===== src/rtl/fifo_wr_arbiter_if.sv =====
// ---------------------------------------------------------------------------
// fifo_wr_arbiter_if
//   Bundle of the producer handshake and the async_fifo write-port signals
//   around fifo_wr_arbiter.
//
//   req_valid  per-requester data valid
//   req_data   packed data, requester i at [i*DATA_SIZE +: DATA_SIZE]
//   req_ready  per-requester accept, at most one bit high
//   w_full     async_fifo full flag
//   w_data     data word to async_fifo
//   w_inc      write strobe to async_fifo
//
//   slave  : the arbiter's view (requests and w_full in, accept/write out)
//   master : the view of whatever drives the requests and models the FIFO
// ---------------------------------------------------------------------------
interface fifo_wr_arbiter_if #(
  parameter int DATA_SIZE = 8,
  parameter int NUM_REQ   = 4
);
  logic [NUM_REQ-1:0]           req_valid;
  logic [NUM_REQ*DATA_SIZE-1:0] req_data;
  logic [NUM_REQ-1:0]           req_ready;
  logic                         w_full;
  logic [DATA_SIZE-1:0]         w_data;
  logic                         w_inc;

  modport slave (
    input  req_valid, req_data, w_full,
    output req_ready, w_data, w_inc
  );

  modport master (
    output req_valid, req_data, w_full,
    input  req_ready, w_data, w_inc
  );
endinterface


===== src/rtl/fifo_wr_arbiter.sv =====
// ---------------------------------------------------------------------------
// fifo_wr_arbiter
//   Shares the single async_fifo write port among NUM_REQ producers in the
//   w_clk domain. Round-robin arbitration with bursts of at most BURST_LEN
//   beats per grant; each producer uses a valid/ready handshake and the
//   granted word goes straight onto w_data/w_inc in the same cycle.
//
//   w_clk     write-domain clock
//   w_rst     synchronous active-high reset
//   bus       fifo_wr_arbiter_if.slave (req_valid/req_data/req_ready,
//             w_full/w_data/w_inc)
//   grant_id  current or last granted requester
//   busy      high while a grant is active
//   wr_count  accepted-write counter, wraps silently
// ---------------------------------------------------------------------------
module fifo_wr_arbiter #(
  parameter  int DATA_SIZE = 8,
  parameter  int NUM_REQ   = 4,
  parameter  int BURST_LEN = 4,
  localparam int IW        = $clog2(NUM_REQ)
) (
  input  logic                   w_clk,
  input  logic                   w_rst,
  fifo_wr_arbiter_if.slave       bus,
  output logic [IW-1:0]          grant_id,
  output logic                   busy,
  output logic [15:0]            wr_count
);

  typedef enum logic {IDLE, GRANT} state_t;

  state_t        state, state_nxt;
  logic [IW-1:0] rr_ptr, rr_nxt, grant_nxt;
  logic [4:0]    beat_cnt, beat_nxt;
  logic [15:0]   count_nxt;

  logic [IW-1:0] g_plus1, search_start, win_id;
  logic          win_found, valid_g, xfer, last_beat, release_g;

  function automatic logic [IW-1:0] wrap_inc(input logic [IW-1:0] id);
    if (int'(id) == NUM_REQ - 1) return '0;
    return id + IW'(1);
  endfunction

  // Handshake terms of the current grant. A stalled beat (w_full) is not a
  // transfer and cannot release, so bursts survive arbitrarily long stalls.
  always_comb begin
    valid_g   = bus.req_valid[grant_id];
    xfer      = (state == GRANT) && valid_g && !bus.w_full;
    last_beat = (beat_cnt == 5'(BURST_LEN - 1));
    release_g = (state == GRANT) && (!valid_g || (xfer && last_beat));
    g_plus1   = wrap_inc(grant_id);
  end

  // Circular priority search. From IDLE it starts at the rr pointer; on a
  // release it starts just after the outgoing requester, which therefore
  // comes last. Scanning offsets from the far end lets the nearest valid
  // requester overwrite any farther one.
  always_comb begin
    logic [IW-1:0] idx;
    search_start = (state == IDLE) ? rr_ptr : g_plus1;
    win_found    = 1'b0;
    win_id       = search_start;
    idx          = '0;
    for (int i = NUM_REQ - 1; i >= 0; i--) begin
      idx = IW'((int'(search_start) + i) % NUM_REQ);
      if (bus.req_valid[idx]) begin
        win_found = 1'b1;
        win_id    = idx;
      end
    end
  end

  // State register plus the grant bookkeeping that moves with it.
  always_ff @(posedge w_clk) begin
    if (w_rst) begin
      state    <= IDLE;
      grant_id <= '0;
      rr_ptr   <= '0;
      beat_cnt <= '0;
      wr_count <= '0;
    end else begin
      state    <= state_nxt;
      grant_id <= grant_nxt;
      rr_ptr   <= rr_nxt;
      beat_cnt <= beat_nxt;
      wr_count <= count_nxt;
    end
  end

  // Next-state logic. A release re-arbitrates in the same edge so that a
  // waiting requester takes over without an idle bubble; grant_id keeps its
  // last value when nobody is waiting.
  always_comb begin
    state_nxt = state;
    grant_nxt = grant_id;
    rr_nxt    = rr_ptr;
    beat_nxt  = beat_cnt;
    count_nxt = wr_count;
    if (xfer) begin
      beat_nxt  = beat_cnt + 5'd1;
      count_nxt = wr_count + 16'd1;
    end
    case (state)
      IDLE: begin
        if (win_found) begin
          state_nxt = GRANT;
          grant_nxt = win_id;
          beat_nxt  = '0;
        end
      end
      GRANT: begin
        if (release_g) begin
          rr_nxt   = g_plus1;
          beat_nxt = '0;
          if (win_found) grant_nxt = win_id;
          else           state_nxt = IDLE;
        end
      end
      default: state_nxt = IDLE;
    endcase
  end

  // Outputs. Everything is gated off while w_rst is high so that the reset
  // cycle can never push a word into the FIFO.
  always_comb begin
    bus.req_ready = '0;
    bus.w_inc     = 1'b0;
    bus.w_data    = '0;
    busy          = 1'b0;
    if (!w_rst && state == GRANT) begin
      busy                    = 1'b1;
      bus.req_ready[grant_id] = !bus.w_full;
      bus.w_inc               = valid_g && !bus.w_full;
      bus.w_data              = bus.req_data[grant_id*DATA_SIZE +: DATA_SIZE];
    end
  end

endmodule


===== src/flat_wrapper.sv =====
// flat-port wrapper written by rule: the top's interface ports become plain ports
module fifo_wr_arbiter_flat 
#(
  parameter  int DATA_SIZE = 8,
  parameter  int NUM_REQ   = 4,
  parameter  int BURST_LEN = 4,
  localparam int IW        = $clog2(NUM_REQ)
)
  (w_clk, w_rst, grant_id, busy, wr_count, bus_req_valid, bus_req_data, bus_w_full, bus_req_ready, bus_w_data, bus_w_inc);
  fifo_wr_arbiter_if #(.DATA_SIZE(DATA_SIZE), .NUM_REQ(NUM_REQ)) bus_i ();
  input  logic w_clk;
  input  logic w_rst;
  output logic [IW-1:0] grant_id;
  output logic busy;
  output logic [15:0] wr_count;
  input wire logic [$bits(bus_i.req_valid)-1:0] bus_req_valid;
  input wire logic [$bits(bus_i.req_data)-1:0] bus_req_data;
  input wire logic [$bits(bus_i.w_full)-1:0] bus_w_full;
  output wire logic [$bits(bus_i.req_ready)-1:0] bus_req_ready;
  output wire logic [$bits(bus_i.w_data)-1:0] bus_w_data;
  output wire logic [$bits(bus_i.w_inc)-1:0] bus_w_inc;
  assign bus_i.req_valid = bus_req_valid;
  assign bus_i.req_data = bus_req_data;
  assign bus_i.w_full = bus_w_full;
  assign bus_req_ready = bus_i.req_ready;
  assign bus_w_data = bus_i.w_data;
  assign bus_w_inc = bus_i.w_inc;
  fifo_wr_arbiter #(.DATA_SIZE(DATA_SIZE), .NUM_REQ(NUM_REQ), .BURST_LEN(BURST_LEN)) u_core (.w_clk(w_clk), .w_rst(w_rst), .bus(bus_i), .grant_id(grant_id), .busy(busy), .wr_count(wr_count));
endmodule

===== config.mk =====
export PLATFORM = sky130hd
export DESIGN_NAME = fifo_wr_arbiter_flat
export DESIGN_NICKNAME = d
export VERILOG_FILES = /design/src/rtl/fifo_wr_arbiter_if.sv /design/src/rtl/fifo_wr_arbiter.sv /design/src/flat_wrapper.sv
export SDC_FILE = /design/constraint.sdc
export NUM_CORES = 1
export LEC_CHECK = 0
export ABC_AREA = 0
export BUFFER_PORTS_ARGS = -buffer_cell sky130_fd_sc_hd__clkbuf_2
export CORE_MARGIN = 2
export CORE_UTILIZATION = 48
export DETAILED_ROUTE_END_ITERATION = 6
export PLACE_DENSITY_LB_ADDON = 0.25
export SLEW_MARGIN = 20
export SYNTH_ARGS = -nofsm -noshare
export SYNTH_HDL_FRONTEND = slang
export SYNTH_SLANG_ARGS = --single-unit
export TNS_END_PERCENT = 1

===== constraint.sdc =====
create_clock -name w_clk -period 2.8 [get_ports w_clk]
set_input_delay 0.56 -clock w_clk [delete_from_list [all_inputs] [get_ports w_clk]]
set_output_delay 0.56 -clock w_clk [all_outputs]
set_load 0.01 [all_outputs]

==> metrics <==
hold violation total from the final report=0; Worst EP arrival=1.92 ns; initial antenna violation count=0; first-pass GRT wire length=around 6600 microns; diode count=0; grt ovf=0; cell area after synthesis=around 1700 sq um; DRC viols=0; post_cts resized=0; Slew Limit Fails=0; reg2reg setup slack=approximately 0.55 ns; post-layout util=63.5%; Final Cycle Share=about nine tenths; r2r startpoint=u_core.grant_id[1]; Top FF cell, synth=dfxtp_1; area grow syn2layout=26.4%; power per cell area=~430 nW/um^2; wire per inst=13.0 microns; Hold Buf Count CTS=0; worst reg-to-reg path cell count=6; crit-path max FO=14; worst reg2reg path endpoint=u_core.grant_id[1]; Mean Syn Cell Area=a little over 9 sq um; total negative slack=0 ns; RSZ-0062 raised after global routing=false; crit path capture type=output port; Req. time, crit path=2.24 ns; post-synth cell types=between 40 and 50; TritonCTS Buffers=3; net count of the mapped netlist=~230; met3 Use GR=under 10%; number of buffers added for setup after CTS=0; clock sinks=26; vias in the first global route=roughly 1,500; TritonCTS clock tree=built; nets@finish=slightly below 300; WS Path Type=reg2out; Relative slew margins=62.0%; status=complete, no violations; Worst Max-Slew Pin Slew=0.570 ns; clk_skew=~0.0030 ns; Synth area leader=dfxtp_1; post-synth top area share=30.8%; hold depth=2; sequential share of the synthesized area=30.8%; clk slew on worst S/H paths=~0.14 ns; CORE AREA=3360 sq um; #FFs+latches synth=26; buffer type at the clock tree root=clkbuf_4; Post-Route WL=about 3900 microns; Vias=about 1,700; die area=~4000 sq um; layout cells sized above 1=around 37%; Initial Util=about half; gpl congestion=about 0.77; largest net degree at the start of global routing=24; Worst Hold Slack=around 0.49 ns; DPL Wire Length=between 3000 and 4000 microns; max cap viols=0; YS warnings=0; Post-Synthesis Cells=~180; Hold Path End=u_core.wr_count[15]; Synth area leaders=dfxtp_1 31%, mux4_2 12%, a21oi_1 4.4%; die extent in y=roughly 63 microns; GR Layer Usage met1=between 20% and 30%; GRT busiest layer=met2; ANT nets after route=0; Lkg Pwr=between 0.9 and 1 nW; Via-to-Cell Ratio=5.55; ys async rst share=0%; Post-synth EDFFs=0; HP Class=reg2reg; gr usage total=roughly a fifth; H-tree depth=1; Die Wd=63.3 microns; Peak supply drop=between 300 and 400 uV; fmax=between 400 and 500 MHz; I/O Buffers=70; CP startpoint kind=register; Worst-Skew Late Latency=about 0.32 ns; I/O pin count=71; largest buffer count on any clock path=2; row cnt=21; min cycle time layout=~2.5 ns; drt pass-1 iters=4; drt first-iter violations=70; setup violators final=0; min-delay src=u_core.wr_count[15]; GR Util met2=around a third
power breakdown:
part	leakage, nW	switching (W)	internal [W]	total (W)
registers	0.211	0.0000195	0.000382	0.000402
clock network	0.0279	0.000112	0.000145	0.000257
logic	0.682	0.000123	0.000135	0.000257
total	0.921	0.000254	0.000661	0.000915
layout make-up:
type | instances | area [sq um]
Timing Repair Buffer | 73 | 373
Multi-Input combinational cell | 141 | 1100
Clock inverter | 1 | 30.0
Tap cell | 46 | 57.6
Fill cell | 305 | 1230
Sequential cell | 26 | 520
Inverter | 8 | 30.0
Clock buffer | 3 | 22.5
sequential cells by signal, indices dropped and copies added (netlist names):
register         count
u_core.state         1
u_core.rr_ptr        2
u_core.grant_id      2
u_core.wr_count     16
u_core.beat_cnt      5
metal layers:
metal | vias to the layer above | share of wire [%]
met4 | 0 | 0.28
met1 | 757 | 43
met2 | 76 | 47
met3 | 2 | 9.4
met5 | - | 0
li1 | 818 | -
Yosys cell counts, drive strengths merged (2+ instances only):
library cell and count:
dfxtp 26, a21oi 15, nor2 15, mux4 9, nand2 9, nor2b 9, inv 8, o21ai 8
and2 6, ha 6, or3 6, or4 6, xor2 6, nand3 5, nand4 5, o31ai 5
clkbuf 4, buf 3, a311oi 2, and3 2, mux2 2, mux2i 2, nand2b 2, nand3b 2
nand4b 2, or4b 2, xnor2 2
cells by family (layout without fill, tap and decap cells):
kind of cell | Yosys count | after routing | share of synthesized area, %
and+or+nand+nor | 75 | 75 | 27.6
muxes | 13 | 13 | 14.5
xor gates and xnor gates | 8 | 8 | 4.15
adders and majority gates | 6 | 6 | 4.44
AOI/OAI and AO/OA | 39 | 39 | 14.6
buffers and inverters | 15 | 85 | 3.93
DFF | 26 | 26 | 30.8
worst max-delay path by stage:
stage	slack [ns]	start	depth (start not counted)	end
6_report	0.32	u_core.grant_id[1]	3	bus_w_inc
5_1_grt	0.19	u_core.grant_id[1]	3	bus_w_inc
4_1_cts	0.31	u_core.grant_id[1]	3	bus_w_inc
3_5_place_dp	0.58	bus_req_valid[0]	4	bus_w_inc
3_3_place_gp	0.59	bus_req_valid[0]	4	bus_w_inc
2_1_floorplan	0.62	u_core.grant_id[0]	7	u_core.grant_id[1]
metrics by stage:
| stage | total power [W] | setup slack (ns) | area, sq um | std cells |
|---|---|---|---|---|
| floorplan | 0.000591 | 0.624 | 1690 | 182 |
| global placement | 0.000664 | 0.590 | 2080 | 294 |
| detailed placement | 0.000666 | 0.584 | 2080 | 294 |
| CTS | 0.000926 | 0.308 | 2140 | 298 |
| global route | 0.000973 | 0.190 | 2140 | 298 |
| finish | 0.000915 | 0.320 | 2140 | 298 |
critical path, stage by stage (launching register included):
cell and delay [ns]:
dfxtp_1 0.71, mux4_2 0.56, and2_1 0.22, clkbuf_2 0.12
placed cells by master (no fill, tap or decap), types with 2 or more instances in the layout:
| cell type | count |
|---|---|
| nand4b_1 | 2 |
| nand4_1 | 4 |
| inv_1 | 8 |
| buf_4 | 3 |
| mux4_2 | 9 |
| nand2_1 | 9 |
| and3_1 | 2 |
| nor2_1 | 15 |
| or3_1 | 6 |
| or4b_1 | 2 |
| nand3_1 | 4 |
| a21oi_1 | 15 |
| clkbuf_4 | 3 |
| mux2_2 | 2 |
| clkbuf_2 | 70 |
| xor2_1 | 6 |
| nor2b_1 | 9 |
| xnor2_1 | 2 |
| dfxtp_1 | 26 |
| nand2b_1 | 2 |
| and2_1 | 6 |
| a311oi_1 | 2 |
| mux2i_1 | 2 |
| o21ai_0 | 8 |
| ha_1 | 6 |
| or4_1 | 6 |
| o31ai_1 | 5 |
No activity file was read; power rests on OpenSTA's default activity.
